<file path="src/rtl/shifter_secuencial.sv">
// shifter_secuencial
// Sequential multi-position shifter. It shifts an N-bit operand one position
// per clock and supports logical shift, arithmetic shift and rotate, in either
// direction. It is started with a start/done handshake.
//
// Ports:
//   clk     in   system clock; every state update happens on the rising edge
//   rst     in   synchronous active-high reset; it overrides everything
//   start   in   request pulse; it is sampled only in IDLE or DONE
//   A       in   [N-1:0] operand, captured when start is accepted
//   amount  in   [W-1:0] shift distance, captured together with A
//   mode    in   [1:0] 00 logical, 01 arithmetic, 10 rotate, 11 logical
//   dir     in   0 = left, 1 = right; captured together with A
//   Y       out  [N-1:0] result register
//   busy    out  high while shifting
//   done    out  one-cycle pulse while Y holds a fresh result
module shifter_secuencial #(
    parameter int N = 8,
    localparam int W = $clog2(N) + 1
) (
    input  logic         clk,
    input  logic         rst,
    input  logic         start,
    input  logic [N-1:0] A,
    input  logic [W-1:0] amount,
    input  logic [1:0]   mode,
    input  logic         dir,
    output logic [N-1:0] Y,
    output logic         busy,
    output logic         done
);

    typedef enum logic [1:0] {IDLE, SHIFT, DONE} state_t;

    localparam logic [W-1:0] N_W = W'(N);

    state_t       state, state_next;
    logic [W-1:0] count;
    logic         rot_q;
    logic         arith_q;
    logic         right_q;
    logic         accept;
    logic         is_rot;
    logic [W-1:0] k_new;

    // Shifting N or more places leaves nothing of the operand, so a logical or
    // arithmetic count saturates at N. A rotate by N is the identity, so the
    // rotate count is taken modulo N.
    function automatic logic [W-1:0] eff_count(input logic [W-1:0] amt,
                                               input logic rot);
        logic [31:0] wrapped;
        wrapped = 32'(amt) % N;
        if (rot)
            return wrapped[W-1:0];
        else
            return (amt >= N_W) ? N_W : amt;
    endfunction

    // Single-position step. A left arithmetic shift is the same as a left
    // logical shift, so the arithmetic flag only matters for right shifts.
    function automatic logic [N-1:0] step(input logic [N-1:0] v,
                                          input logic arith,
                                          input logic rot,
                                          input logic right);
        logic signed [N-1:0] sv;
        sv = v;
        if (right) begin
            if (rot)
                return {v[0], v[N-1:1]};
            else if (arith)
                return sv >>> 1;
            else
                return {1'b0, v[N-1:1]};
        end else begin
            if (rot)
                return {v[N-2:0], v[N-1]};
            else
                return {v[N-2:0], 1'b0};
        end
    endfunction

    assign is_rot = (mode == 2'b10);
    assign k_new  = eff_count(amount, is_rot);
    assign accept = start && (state != SHIFT);

    always_comb begin
        state_next = state;
        case (state)
            IDLE:    if (start) state_next = (k_new != '0) ? SHIFT : DONE;
            SHIFT:   if (count == W'(1)) state_next = DONE;
            DONE: begin
                if (start) state_next = (k_new != '0) ? SHIFT : DONE;
                else       state_next = IDLE;
            end
            default: state_next = IDLE;
        endcase
    end

    always_ff @(posedge clk) begin
        if (rst) state <= IDLE;
        else     state <= state_next;
    end

    // Capture happens in IDLE or DONE, and shifting happens only in SHIFT.
    // Anything driven on the inputs while shifting is therefore ignored.
    always_ff @(posedge clk) begin
        if (rst) begin
            Y       <= '0;
            count   <= '0;
            rot_q   <= 1'b0;
            arith_q <= 1'b0;
            right_q <= 1'b0;
        end else if (accept) begin
            Y       <= A;
            count   <= k_new;
            rot_q   <= is_rot;
            arith_q <= (mode == 2'b01);
            right_q <= dir;
        end else if (state == SHIFT) begin
            Y     <= step(Y, arith_q, rot_q, right_q);
            count <= count - W'(1);
        end
    end

    assign busy = (state == SHIFT);
    assign done = (state == DONE);

endmodule

</file>
<file path="config.mk">
export PLATFORM = sky130hd
export DESIGN_NAME = shifter_secuencial
export DESIGN_NICKNAME = d
export VERILOG_FILES = /design/src/rtl/shifter_secuencial.sv
export SDC_FILE = /design/constraint.sdc
export NUM_CORES = 1
export LEC_CHECK = 0
export CAP_MARGIN = 20
export CORE_AREA = 4 4 56 58
export CTS_CLUSTER_DIAMETER = 120
export DETAILED_ROUTE_END_ITERATION = 10
export DIE_AREA = 0 0 60 62
export GPL_TIMING_DRIVEN = 0
export HOLD_SLACK_MARGIN = 0.12
export PLACE_DENSITY = 0.66
export SETUP_SLACK_MARGIN = 0.1
export SYNTH_ARGS = -nofsm -noshare
export SYNTH_HDL_FRONTEND = slang
export SYNTH_SLANG_ARGS = --single-unit
</file>
<file path="constraint.sdc">
create_clock -name clk -period 1.9 [get_ports clk]
set_input_delay 0.285 -clock clk [delete_from_list [all_inputs] [get_ports clk]]
set_output_delay 0.285 -clock clk [all_outputs]
set_load 0.02 [all_outputs]
</file>
## Yosys cells after proc, flatten, opt, wreduce, memory -nomap -nowiden

Cells that the tools add are included.

| operators by class | value |
|---|---|
| equal/unequal tests | 9 |
| mux-type cells | 15 |
| magnitude comparators | 1 |
| $add $sub $neg | 1 |
| reduce and logical (&&, ||, !) cells | 6 |

Operator list:

| operator | count |
|---|---|
| 8-bit 2-to-1 mux | 5 |
| 4-bit 2-to-1 mux | 4 |
| 2-bit 2-to-1 mux | 4 |
| 2-bit case mux with 3 select lines | 1 |
| 2-bit by 1-bit equality test with 1-bit output, second input constant | 2 |
| 2-bit equality test, second input constant | 2 |
| 4-bit by 1-bit equality test with 1-bit output, second input constant | 1 |
| 4-bit >= comparator, second input constant | 1 |
| 2-bit by 1-bit inequality test with 1-bit output, second input constant | 2 |
| 4-bit by 3-bit inequality test with 1-bit output, second input constant | 1 |
| 2-bit AND reduction | 2 |
| 4-bit nonzero test | 1 |
| 4-bit by 1-bit subtractor with 4-bit output, second input constant | 1 |
| 2-bit logical NOT | 1 |
| 2-bit inequality test, second input constant | 1 |
| 2-bit nonzero test | 1 |
| 1-bit logical AND | 1 |
| 1-bit 2-to-1 mux | 1 |

| word-level totals | value |
|---|---|
| bits in registers | 17 |

## Depth between registers and ports, before layout

| depth | value |
|---|---|
| depth after elaboration | 7 |
| mapped depth | 5 |
| gate-level depth less buffers | 5 |

## Worst setup path before layout

OpenSTA, ideal clock, no wires.

| timing path | value |
|---|---|
| kind | register -> register |
| from | reg count[0] |
| to | reg count[3] |
| setup slack | 0.765 ns |
| arrival time | 1.068 ns |
| path buffers | 0 |
| period minus slack after synthesis | 1.135 ns |
| cell stages (with the launch flop) | 4 |
| cells stage by stage | dfxtp_1 -> or3_4 -> o32a_1 -> a21oi_2 |

| on the way | value |
|---|---|
| longest elaborated chain between the ends | 3 |

RTL lines:

| item | RTL line | RTL |
|---|---|---|
| start, declared | 38 | `logic [W-1:0] count;` |
| start signal, assigned | 115 | `count <= k_new;` |
| start signal, assigned | 121 | `count <= count - W'(1);` |
| 4-bit by 1-bit subtractor with 4-bit output | 121 |  |
| 4-bit 2-to-1 mux | 119 | `end else if (state == SHIFT) begin` |
| 4-bit 2-to-1 mux | 113 | `end else if (accept) begin` |

Every way passes these cells. The select of a mux whose other input is x is not followed.
A chain may end at the register's enable or synchronous reset.

## Worst setup path in the final report

| timing path | value |
|---|---|
| from | reg state[0] |
| to | out done |

| on the way | value |
|---|---|
| longest elaborated chain between the ends | 1 |

RTL lines:

| item | RTL line | RTL |
|---|---|---|
| start, declared | 37 | `state_t state, state_next;` |
| start signal, assigned | 101 | `else state <= state_next;` |
| 2-bit equality test | 126 | `assign done = (state == DONE);` |
| end, declared | 30 | `output logic done` |

Every way passes these cells.

==> metrics.cfg <==
[timing]
final-setup-viol-count = 0
hold_ws_ns = 0.3886
min_period_ns = 1.657
finalHoldViolCount = 0
drv_slew = 0
clock.fmax_ghz = 0.6037
worst_clock_skew_ns = 0.005588
relSlewSlack_pct = 68.93
period_share_pct = 87.19
setup_ws_ns = 0.2435
worstMarginPinSlew_ns = 0.4661
tns_ns = 0
rsz0062_at_grt = no

[routing]
drt_iter0_markers = 15
dr.pass1.iters = 4
viasPerCell = 5.436
vias = 897
post_drt_wl_per_cell_um = 14.43
postRouteAntennaNets = 0
drc = 0
drt_wl_total_um = 2381

[logic_synthesis]
synth_seq_cells = 17
synth_nets = 124
ys_seq_area_share_pct = 36.36
synthTopCellsByArea = dfxtp_1 (36%), a211oi_1 (11%), mux2i_1 (7.5%), nor2b_1 (4.7%), nand2_1 (4.0%)
ys_top_cells_by_count = dfxtp_1 (17), a211oi_1 (14), nand2_1 (10)
synth.most_common_cell = dfxtp_1
async_flop_share_pct = 0
synth_top_area_cell = dfxtp_1
synth_area_um2 = 935.9
syn_inst = 104
netlist.area_leader.share_pct = 36.36
synth_edf_count = 0
syn_avg_cell_area_um2 = 8.999
yosys_warnings = 0
synthDistinctLibCells = 31
synth-main-ff-cell = dfxtp_1

[die]
die-area_um2 = 3720
die_h_um = 62
start_util_pct = 35.15
rows = 19
ios = 28
coreArea_um2 = 2663
die-width_um = 60

[power_and_ir_drop]
combPwrFrac_pct = 30.5
seqPwrFrac_pct = 47.4
p_switching_mw = 0.2845
pwr-share-clk_pct = 22.0
power.total_mw = 0.8968
power.density_nw_per_um2 = 711.8
p_int_mw = 0.6123
p_leak_nw = 0.4596
switching_share_pct = 31.73
vdd_ir_drop_max_mv = 0.4375

[cts]
cts_hold_buf = 0
clk_latency_ns = 0.29
cts-root-buf = clkbuf_4
cts_tree = yes
cts.clk_slew.worst_paths_ns = 0.10
cts_buffer_depth = 2
numClockSinks = 17
cts_made_buffers = 3
h-tree-depth = 1

[layout]
final.fill_count = 277
finalInstanceArea_um2 = 1260
nets = 155
syn_to_final_growth_pct = 34.63
n_antenna_cell = 0
drive_gt1_share_pct = 10.45

[placement]
placement.cell_area_um2 = 1235
place_congestion = 0.7944
hpwl_um = 1801
dp_slack_ns = 0.2387
io_buffer_count = 26

[global_routing]
grt-ovfl-total = 0
grt_pass1_vias = 813
grt_pass1_wl_um = 3691
antenna_found_initial = 0
grt_max_degree = 11
grt_usage_pct = 13.47

[critical_path]
crit_type = flip-flop to output pin
cp.arrival_ns = 1.37
required_ns = 1.62
critical_path.max_fanout = 4
crit_path_end_kind = output pin
worst_setup_path_start_kind = flip-flop

[run]
cap_violations = 0

[min_path]
hp-class = primary input to flip-flop

[status]
status = completed

-- power groups by stage --
stage          registers (mW)  clock network, mW  logic (mW)
6_report                0.425              0.198       0.274
4_1_cts                 0.425              0.199       0.277
2_1_floorplan           0.447                  0       0.146
5_1_grt                 0.431              0.227       0.299
3_3_place_gp            0.431                  0       0.272
3_5_place_dp            0.433                  0       0.277
-- worst max-delay path: stages (launching register included) --
cell,delay [ns]
dfxtp_1,0.35
nor2b_1,0.12
clkdlybuf4s50_1,0.61
-- timing repair --
item / 4_1_cts / 5_1_grt
buffers inserted: 0 / 0
gates resized for setup: 1 / 0
hold endpoints to repair: 0 / 0
endpoints found under the setup margin: 1 / 0
-- cell families (layout without fill, tap and decap cells) --
logic type | after synthesis | in the layout | share of synthesized area [%]
AO/OA/AOI/OAI | 31 | 31 | 25.67
XOR/XNOR | 1 | 1 | 0.9360
adder cells (fa/ha/maj) | 2 | 2 | 2.673
buffers and inverters | 11 | 41 | 5.747
flip-flops | 17 | 17 | 36.36
multiplexers | 8 | 8 | 8.690
AND/OR/NAND/NOR | 34 | 34 | 19.92
-- path summary, 6_finish.rpt --
| path | to | slack, ns | start | cells after the start |
|---|---|---|---|---|
| max | done | 0.24 | state[0]$_SDFFE_PP0P_ | 2 |
| min | Y[3]$_SDFFE_PP0P_ | 0.39 | rst | 2 |
| max reg2reg | state[0]$_SDFFE_PP0P_ | 0.66 | count[1]$_SDFFE_PP0P_ | 5 |
| min reg2reg | arith_q$_SDFFE_PP0P_ | 0.48 | arith_q$_SDFFE_PP0P_ | 2 |
-- final cells by class --
type,instances,area (µm²),area share [%]
inverters,5,18.77,1.490
flip-flops and latches,17,340.3,27.01
plain buffers,6,35.03,2.781
multi-input cells,76,541.8,43.00
well taps,31,38.79,3.078
repair buffers,26,259.0,20.56
clock buffers,4,26.28,2.085
-- through the flow --
stage | std cells | utilization, %
floorplan | 104 | -
finish | 165 | 47.32
global placement | 161 | 46.38
detailed placement | 161 | 46.38
global route | 165 | 47.32
CTS | 165 | 47.32
-- layout by cell type (no fill, tap or decap) --
| cell | instances |
|---|---|
| nand3b_1 | 1 |
| nand2b_2 | 1 |
| nand3_1 | 4 |
| clkbuf_4 | 3 |
| o32a_1 | 2 |
| o211ai_1 | 3 |
| nand2b_4 | 1 |
| a31oi_1 | 2 |
| a211oi_1 | 14 |
| nor2_1 | 5 |
| buf_2 | 1 |
| dlygate4sd2_1 | 1 |
| buf_6 | 1 |
| mux2_2 | 1 |
| or3_4 | 1 |
| or3_1 | 1 |
| inv_2 | 1 |
| inv_1 | 4 |
| ha_1 | 2 |
| nor3_1 | 1 |
| buf_4 | 1 |
| nand2_1 | 10 |
| dfxtp_1 | 17 |
| clkbuf_1 | 4 |
| nor2b_1 | 7 |
| nor3b_1 | 1 |
| a32oi_1 | 1 |
| clkdlybuf4s50_1 | 25 |
| a21oi_2 | 1 |
| nand2_2 | 1 |
| a2111oi_4 | 1 |
| xor2_1 | 1 |
| a21oi_1 | 7 |
| mux2i_1 | 7 |
-- metal layers --
layer	track usage (%)	share of wire [%]
met1	15.66	43
met2	22.99	49
met3	3.099	6.3
met4	7.278	1.5
met5	0	0
-- registers in the layout, summed over array words and instances, names as in the netlist --
name and flops:
Y 8, count 4, state 2, arith_q 1
right_q 1, rot_q 1
(Power assumes the default switching activity.)
